`config.mk`:
```
export PLATFORM = sky130hd
export DESIGN_NAME = dac_update_scheduler_flat
export DESIGN_NICKNAME = d
export VERILOG_FILES = /design/src/rtl/dac_update_scheduler_pkg.sv /design/src/rtl/dac_update_scheduler_if.sv /design/src/rtl/dac_update_scheduler_offset_to_twos.sv /design/src/rtl/dac_update_scheduler.sv /design/src/flat_wrapper.sv
export SDC_FILE = /design/constraint.sdc
export NUM_CORES = 1
export LEC_CHECK = 0
export BUFFER_PORTS_ARGS = -buffer_cell sky130_fd_sc_hd__buf_2
export CORE_ASPECT_RATIO = 0.9
export CORE_MARGIN = 2
export CORE_UTILIZATION = 38
export CTS_CLUSTER_DIAMETER = 50
export CTS_CLUSTER_SIZE = 28
export DETAILED_ROUTE_END_ITERATION = 16
export PLACE_DENSITY = 0.71
export SETUP_SLACK_MARGIN = 0.15
export SLEW_MARGIN = 5
export SYNTH_ARGS = -nofsm -noshare
export SYNTH_HDL_FRONTEND = slang
export SYNTH_SLANG_ARGS = --single-unit
```
`constraint.sdc`:
```
create_clock -name clk -period 2.4 [get_ports clk]
set_clock_uncertainty 0.15 [all_clocks]
set_input_delay 0.48 -clock clk [delete_from_list [all_inputs] [get_ports clk]]
set_output_delay 0.48 -clock clk [all_outputs]
set_load 0.005 [all_outputs]
```
`src/rtl/dac_update_scheduler_pkg.sv`:
```
// Shared definitions for the SPGD DAC update scheduler.
//   DAC_WIDTH        default DAC data width
//   OFFSET_MIDSCALE  offset-binary midscale code for the default width
//   state_t          scheduler FSM states
//   req_idx_width()  width of a requester index for a given requester count
package spgd_dac_pkg;

    localparam int DAC_WIDTH = 14;
    localparam logic [DAC_WIDTH-1:0] OFFSET_MIDSCALE = 14'h2000;

    typedef enum logic [2:0] {
        IDLE,
        GRANT,
        LOAD,
        SETTLE,
        ACK
    } state_t;

    // A single requester still needs a 1-bit select.
    function automatic int req_idx_width(input int n_req);
        return (n_req > 1) ? $clog2(n_req) : 1;
    endfunction

endpackage

```
`src/rtl/dac_update_scheduler_if.sv`:
```
// Requester/DAC bundle of the DAC update scheduler.
//   req        per-requester update request (level, held until ack)
//   data_in    packed offset-binary codes, requester i at [i*W +: W]
//   ack        one-cycle pulse to the served requester
//   dac_data   two's-complement code to the DAC register
//   dac_valid  one-cycle strobe when dac_data is loaded
//   dac_sel    index of the granted requester
//   busy       scheduler not idle
// master: requester/DAC side; slave: the scheduler.
interface dac_update_scheduler_if
    import spgd_dac_pkg::*;
#(
    parameter int WIRE_WIDTH = DAC_WIDTH,
    parameter int N_REQ      = 4
);
    localparam int SEL_W = req_idx_width(N_REQ);

    logic [N_REQ-1:0]            req;
    logic [N_REQ*WIRE_WIDTH-1:0] data_in;
    logic [N_REQ-1:0]            ack;
    logic [WIRE_WIDTH-1:0]       dac_data;
    logic                        dac_valid;
    logic [SEL_W-1:0]            dac_sel;
    logic                        busy;

    modport master (
        output req, data_in,
        input  ack, dac_data, dac_valid, dac_sel, busy
    );

    modport slave (
        input  req, data_in,
        output ack, dac_data, dac_valid, dac_sel, busy
    );

endinterface

```
`src/rtl/dac_update_scheduler_offset_to_twos.sv`:
```
// Offset-binary to two's-complement converter (pure combinational).
//   offset_code  offset-binary input code
//   twos_code    same value in two's complement (MSB inverted)
module offset_to_twos #(
    parameter int WIRE_WIDTH = 14
) (
    input  logic [WIRE_WIDTH-1:0] offset_code,
    output logic [WIRE_WIDTH-1:0] twos_code
);

    assign twos_code = {~offset_code[WIRE_WIDTH-1], offset_code[WIRE_WIDTH-2:0]};

endmodule

```
`src/rtl/dac_update_scheduler.sv`:
```
// Round-robin scheduler sharing one DAC channel between N_REQ SPGD requesters.
// The winner's offset-binary code is converted to two's complement, driven to
// the DAC with a dac_valid strobe, held for SETTLE_CYCLES, then acknowledged.
//   clk    system clock
//   rst_n  asynchronous active-low reset
//   bus    dac_update_scheduler_if.slave (req/data_in in; ack, dac_data,
//          dac_valid, dac_sel, busy out)
// Optional build macro DAC_SLEW_LIMIT_EN: each LOAD moves the output at most
// MAX_STEP offset-binary LSBs toward the target, re-settling after every step;
// ack is issued only once the target is reached.
module dac_update_scheduler
    import spgd_dac_pkg::*;
#(
    parameter int                    WIRE_WIDTH    = DAC_WIDTH,
    parameter int                    N_REQ         = 4,
    parameter int                    SETTLE_CYCLES = 16,
    parameter logic [WIRE_WIDTH-1:0] MAX_STEP      = 'h0100
) (
    input  logic                   clk,
    input  logic                   rst_n,
    dac_update_scheduler_if.slave  bus
);

    localparam int SEL_W = req_idx_width(N_REQ);
    localparam int CNT_W = $clog2(SETTLE_CYCLES + 1);
    localparam logic [WIRE_WIDTH-1:0] MIDSCALE =
        (WIRE_WIDTH == DAC_WIDTH) ? WIRE_WIDTH'(OFFSET_MIDSCALE)
                                  : {1'b1, {(WIRE_WIDTH-1){1'b0}}};

    if (N_REQ < 2 || N_REQ > 8) begin : g_bad_n_req
        $error("dac_update_scheduler: N_REQ must be 2..8");
    end
    if (SETTLE_CYCLES < 1) begin : g_bad_settle
        $error("dac_update_scheduler: SETTLE_CYCLES must be >= 1");
    end
    if (MAX_STEP == '0) begin : g_bad_step
        $error("dac_update_scheduler: MAX_STEP must be non-zero");
    end

    state_t                state;
    logic [SEL_W-1:0]      ptr;
    logic [SEL_W-1:0]      dac_sel;
    logic [WIRE_WIDTH-1:0] target;
    logic [WIRE_WIDTH-1:0] last_code;
    logic [WIRE_WIDTH-1:0] dac_data;
    logic                  dac_valid;
    logic [N_REQ-1:0]      ack;
    logic                  busy;
    logic [CNT_W-1:0]      cnt;

    logic [WIRE_WIDTH-1:0] req_code [N_REQ];
    logic                  grant_found;
    logic [SEL_W-1:0]      grant_idx;
    logic [SEL_W-1:0]      cand_idx;
    int                    cand;
    logic [WIRE_WIDTH-1:0] next_code;
    logic [WIRE_WIDTH-1:0] load_code;

    for (genvar i = 0; i < N_REQ; i++) begin : g_split
        assign req_code[i] = bus.data_in[i*WIRE_WIDTH +: WIRE_WIDTH];
    end

    // Round-robin pick: first asserted req at or after ptr, wrapping.
    // NOTE: every always_comb output gets a default first so no latch is inferred.
    always_comb begin
        grant_found = 1'b0;
        grant_idx   = '0;
        cand        = 0;
        cand_idx    = '0;
        for (int i = 0; i < N_REQ; i++) begin
            cand = int'(ptr) + i;
            if (cand >= N_REQ) cand = cand - N_REQ;
            cand_idx = SEL_W'(cand);
            if (!grant_found && bus.req[cand_idx]) begin
                grant_found = 1'b1;
                grant_idx   = cand_idx;
            end
        end
    end

    // Code applied by the next LOAD, in offset binary.
    always_comb begin
        next_code = target;
`ifdef DAC_SLEW_LIMIT_EN
        // Clamping to the target means a step can never overshoot or wrap.
        if (target > last_code) begin
            if ((target - last_code) > MAX_STEP) next_code = last_code + MAX_STEP;
        end else begin
            if ((last_code - target) > MAX_STEP) next_code = last_code - MAX_STEP;
        end
`endif
    end

    offset_to_twos #(.WIRE_WIDTH(WIRE_WIDTH)) u_conv (
        .offset_code (next_code),
        .twos_code   (load_code)
    );

    // NOTE: sequential state uses non-blocking assignments only, so every
    // register samples values from before the edge.
    always_ff @(posedge clk or negedge rst_n) begin
        if (!rst_n) begin
            state     <= IDLE;
            ptr       <= '0;
            dac_sel   <= '0;
            target    <= MIDSCALE;
            last_code <= MIDSCALE;
            dac_data  <= '0;
            dac_valid <= 1'b0;
            ack       <= '0;
            busy      <= 1'b0;
            cnt       <= '0;
        end else begin
            dac_valid <= 1'b0;
            ack       <= '0;
            case (state)
                IDLE: begin
                    if (|bus.req) begin
                        state <= GRANT;
                        busy  <= 1'b1;
                    end
                end
                GRANT: begin
                    // A requester that withdrew before this cycle is not served.
                    if (grant_found) begin
                        dac_sel <= grant_idx;
                        target  <= req_code[grant_idx];
                        state   <= LOAD;
                    end else begin
                        state <= IDLE;
                        busy  <= 1'b0;
                    end
                end
                LOAD: begin
                    last_code <= next_code;
                    dac_data  <= load_code;
                    dac_valid <= 1'b1;
                    cnt       <= CNT_W'(SETTLE_CYCLES - 1);
                    state     <= SETTLE;
                end
                SETTLE: begin
                    if (cnt == '0) begin
                        // Without slew limiting last_code always equals target here.
                        if (last_code == target) begin
                            ack   <= N_REQ'(1) << dac_sel;
                            state <= ACK;
                        end else begin
                            state <= LOAD;
                        end
                    end else begin
                        cnt <= cnt - 1'b1;
                    end
                end
                ACK: begin
                    ptr   <= (dac_sel == SEL_W'(N_REQ - 1)) ? '0 : dac_sel + 1'b1;
                    state <= IDLE;
                    busy  <= 1'b0;
                end
                default: begin
                    state <= IDLE;
                    busy  <= 1'b0;
                end
            endcase
        end
    end

    assign bus.ack       = ack;
    assign bus.dac_data  = dac_data;
    assign bus.dac_valid = dac_valid;
    assign bus.dac_sel   = dac_sel;
    assign bus.busy      = busy;

endmodule

```
`src/flat_wrapper.sv`:
```
// flat-port wrapper written by rule: the top's interface ports become plain ports
module dac_update_scheduler_flat import spgd_dac_pkg::*;
#(
    parameter int                    WIRE_WIDTH    = DAC_WIDTH,
    parameter int                    N_REQ         = 4,
    parameter int                    SETTLE_CYCLES = 16,
    parameter logic [WIRE_WIDTH-1:0] MAX_STEP      = 'h0100
)
  (clk, rst_n, bus_req, bus_data_in, bus_ack, bus_dac_data, bus_dac_valid, bus_dac_sel, bus_busy);
  dac_update_scheduler_if #(.WIRE_WIDTH(WIRE_WIDTH), .N_REQ(N_REQ)) bus_i ();
  input  logic clk;
  input  logic rst_n;
  input wire logic [$bits(bus_i.req)-1:0] bus_req;
  input wire logic [$bits(bus_i.data_in)-1:0] bus_data_in;
  output wire logic [$bits(bus_i.ack)-1:0] bus_ack;
  output wire logic [$bits(bus_i.dac_data)-1:0] bus_dac_data;
  output wire logic [$bits(bus_i.dac_valid)-1:0] bus_dac_valid;
  output wire logic [$bits(bus_i.dac_sel)-1:0] bus_dac_sel;
  output wire logic [$bits(bus_i.busy)-1:0] bus_busy;
  assign bus_i.req = bus_req;
  assign bus_i.data_in = bus_data_in;
  assign bus_ack = bus_i.ack;
  assign bus_dac_data = bus_i.dac_data;
  assign bus_dac_valid = bus_i.dac_valid;
  assign bus_dac_sel = bus_i.dac_sel;
  assign bus_busy = bus_i.busy;
  dac_update_scheduler #(.WIRE_WIDTH(WIRE_WIDTH), .N_REQ(N_REQ), .SETTLE_CYCLES(SETTLE_CYCLES), .MAX_STEP(MAX_STEP)) u_core (.clk(clk), .rst_n(rst_n), .bus(bus_i));
endmodule
```
==> run metrics <==
run status finished, final reports clean; largest net degree at the start of global routing 48; Die ar. 7600 µm²; EDFF count, synth 0; mean post-synth cell area 9.39 µm²; YS warnings 0; post-synthesis compound-gate area fraction 14.4%; min-delay worst type input port to asynchronous set/reset pin; DR pass1 iterations 4; Seq/Total Area, Yosys 44.8%; nets 426; vias per cell 4.98; Critical path origin u_core.cnt[0]; min cycle time layout 2.25 ns; final hold viol count 0; Skew-Pair Late Insertion Delay 0.30 ns; R2R depth 7; CTS tree yes; VDD IR-drop max 0.288 mV; Die H 82.9 µm; Initial Utilization 39.7%; register-to-register setup slack 0.15 ns; Yosys cell types 40; detailed-route via count 2241; I/O pins 84; post-layout instance area 3250 µm²; DRC viols 0; Reg2Reg Capture Point u_core.bus.ack[1]; Synth area leaders dfrtp_1 (43%), nand2_1 (7.3%), mux2_2 (4.3%); All-Layer GR Usage 17.0%; total gr overflow 0; Synthesized Nets 347; Max FO, Critical Path 5; P per Cell Area 861 nW/µm²; Worst R2R Start u_core.cnt[0]; most frequent cells in the layout buf_2 (83), nand2_1 (51), dfrtp_1 (45); CTS Buffer Depth 2; Rel. slew slack 60.4%; Synth Area in Adders 2.38%; crit path capture u_core.bus.ack[1]; fin cells 450; Core Area 6620 µm²; CTS root buffer clkbuf_8; vias in the first global route 2149; Routed Wire Length 6.36 mm; hold_buf cts 0; Placed Cells 438; Synth top area share 42.8%; dpl cell area 3080 µm²; RSZ-0062 raised after global routing yes; Detailed Place HPWL 4.90 mm; post-synthesis xor/xnor area fraction 5.00%; Max Cap Violations 0; H-tree depth 2; crit end category flop; antenna violations before repair 0; required time of the critical path 2.50 ns; Die X 91.7 µm; fin crit share 93.9%; Critical Path AT 2.35 ns; antenna diode count 0; global-route wire length before repair 10.4 mm; Tightest Pin Transition 0.590 ns; Final Util 49.1%; Leak 1.62 nW; top_reg_cell synth dfrtp_1; setup violators final 0; Clock Sinks 47; post-synthesis simple-gate area fraction 20.1%; fin. max-slew vios 0; pre-CTS setup slack 0.105 ns; post-route ant nets 0; commonest non-fill, non-tap cell in the layout buf_2; Async S/R FF share, synth 100%; Setup TNS 0 ns; final worst slack 0.147 ns; DR iter-0 viols 149; Mapped Cells 280; Clock transition at path regs 0.10 ns; fill count 632; FF+latch count, synth 47; Worst Setup Start Kind flop; largest area contributor in the netlist dfrtp_1; number of CTS-inserted buffers 5; mux share of post-synthesis cell area 6.95%; site row count 28; GP Congestion 0.825; proportion of layout cells with a drive suffix above 1 34.4%; Max Clk Rate 444 MHz; per-cell routed wire length 14.1 µm; Crit Path Class flop to flop; Syn-to-layout area delta 23.6%; port bufs 83; Netlist Area Pre-Place 2630 µm²; largest family of logic cells by synthesized area simple AND/OR/NAND/NOR gates
-- cells in the mapped netlist, types with 2 or more instances --
| cell | instances |
|---|---|
| nand2_1 | 51 |
| dfrtp_1 | 45 |
| a21oi_1 | 18 |
| a211oi_1 | 13 |
| buf_4 | 13 |
| o21ai_0 | 13 |
| xnor2_1 | 12 |
| nor2_1 | 11 |
| mux2_2 | 10 |
| nand3_1 | 9 |
| a221o_1 | 8 |
| clkbuf_1 | 8 |
| and3_1 | 7 |
| mux2i_1 | 7 |
| and2_1 | 5 |
| ha_1 | 5 |
| inv_1 | 5 |
| nand2b_1 | 5 |
| nor3_1 | 4 |
| buf_2 | 3 |
| nand4_1 | 3 |
| or3_1 | 3 |
| xor2_1 | 3 |
| dfstp_2 | 2 |
| nor2b_1 | 2 |
-- worst max-delay path, cell delays in order, from the launching register on --
cell	delay, ns
dfrtp_1	0.40
inv_1	0.06
ha_2	0.17
or4b_4	0.46
or3_4	0.35
nor4_4	0.25
and3_4	0.24
and2_1	0.12
-- cell type report --
| class | count | area (µm²) | share of cell area [%] |
|---|---|---|---|
| clock buffers | 5 | 68.8 | 2.12 |
| clock inverters | 3 | 46.3 | 1.43 |
| inverters | 6 | 22.5 | 0.693 |
| multi-input cells | 203 | 1310 | 40.2 |
| flip-flops and latches | 47 | 1180 | 36.3 |
| well taps | 90 | 113 | 3.47 |
| repair buffers | 96 | 513 | 15.8 |
-- state kept, by name (all words and copies together) (netlist names) --
name                  cells
u_core.next_code         14
u_core.last_code          1
u_core.cnt                5
u_core.state              3
u_core.bus.busy           1
u_core.bus.dac_valid      1
u_core.bus.dac_data      14
u_core.bus.ack            4
u_core.ptr                2
u_core.bus.dac_sel        2
-- where the power goes --
group	internal, mW	switching, mW	leakage [nW]
logic	0.478	0.425	0.989
registers	1.05	0.254	0.575
clock network	0.314	0.280	0.0548
total	1.84	0.959	1.62
-- how the worst min path moves through the flow --
stage / startpoint / to / slack [ns] / cells after the start
finish: rst_n / u_core.next_code[1] / 0.12 / 2
global route: rst_n / u_core.next_code[9] / 0.15 / 2
CTS: rst_n / u_core.next_code[4] / 0.12 / 2
detailed placement: u_core.last_code[13] / u_core.last_code[13] / 0.31 / 2
global placement: u_core.last_code[13] / u_core.last_code[13] / 0.31 / 2
floorplan: rst_n / u_core.bus.ack[0] / 0.03 / 0
-- through the flow --
step	total power, mW	hold WS, ns
floorplan	1.94	0.0344
global placement	2.13	0.306
detailed placement	2.16	0.308
CTS	2.79	0.123
global route	3.00	0.152
finish	2.80	0.116
-- per-layer routing --
metal | track usage [%] | vias up | wire length, µm
li1 | - | 1129 | -
met1 | 24.7 | 1030 | 3030
met2 | 25.7 | 78 | 2840
met3 | 4.08 | 4 | 439
met4 | 3.72 | 0 | 48
met5 | 0 | - | 0
-- kinds of logic after synthesis --
group / after synthesis
xor gates and xnor gates: 15
and+or+nand+nor: 108
AOI/OAI and AO/OA: 58
adders and majority gates: 5
muxes: 17
DFF: 47
buffers and inverters: 30
-- repair_timing --
item                       CTS  global route
pin swaps                    1             4
gates resized for setup      1             3
buffers inserted             4             0
setup endpoints to repair    5             6
No activity file was read; power rests on OpenSTA's default activity.
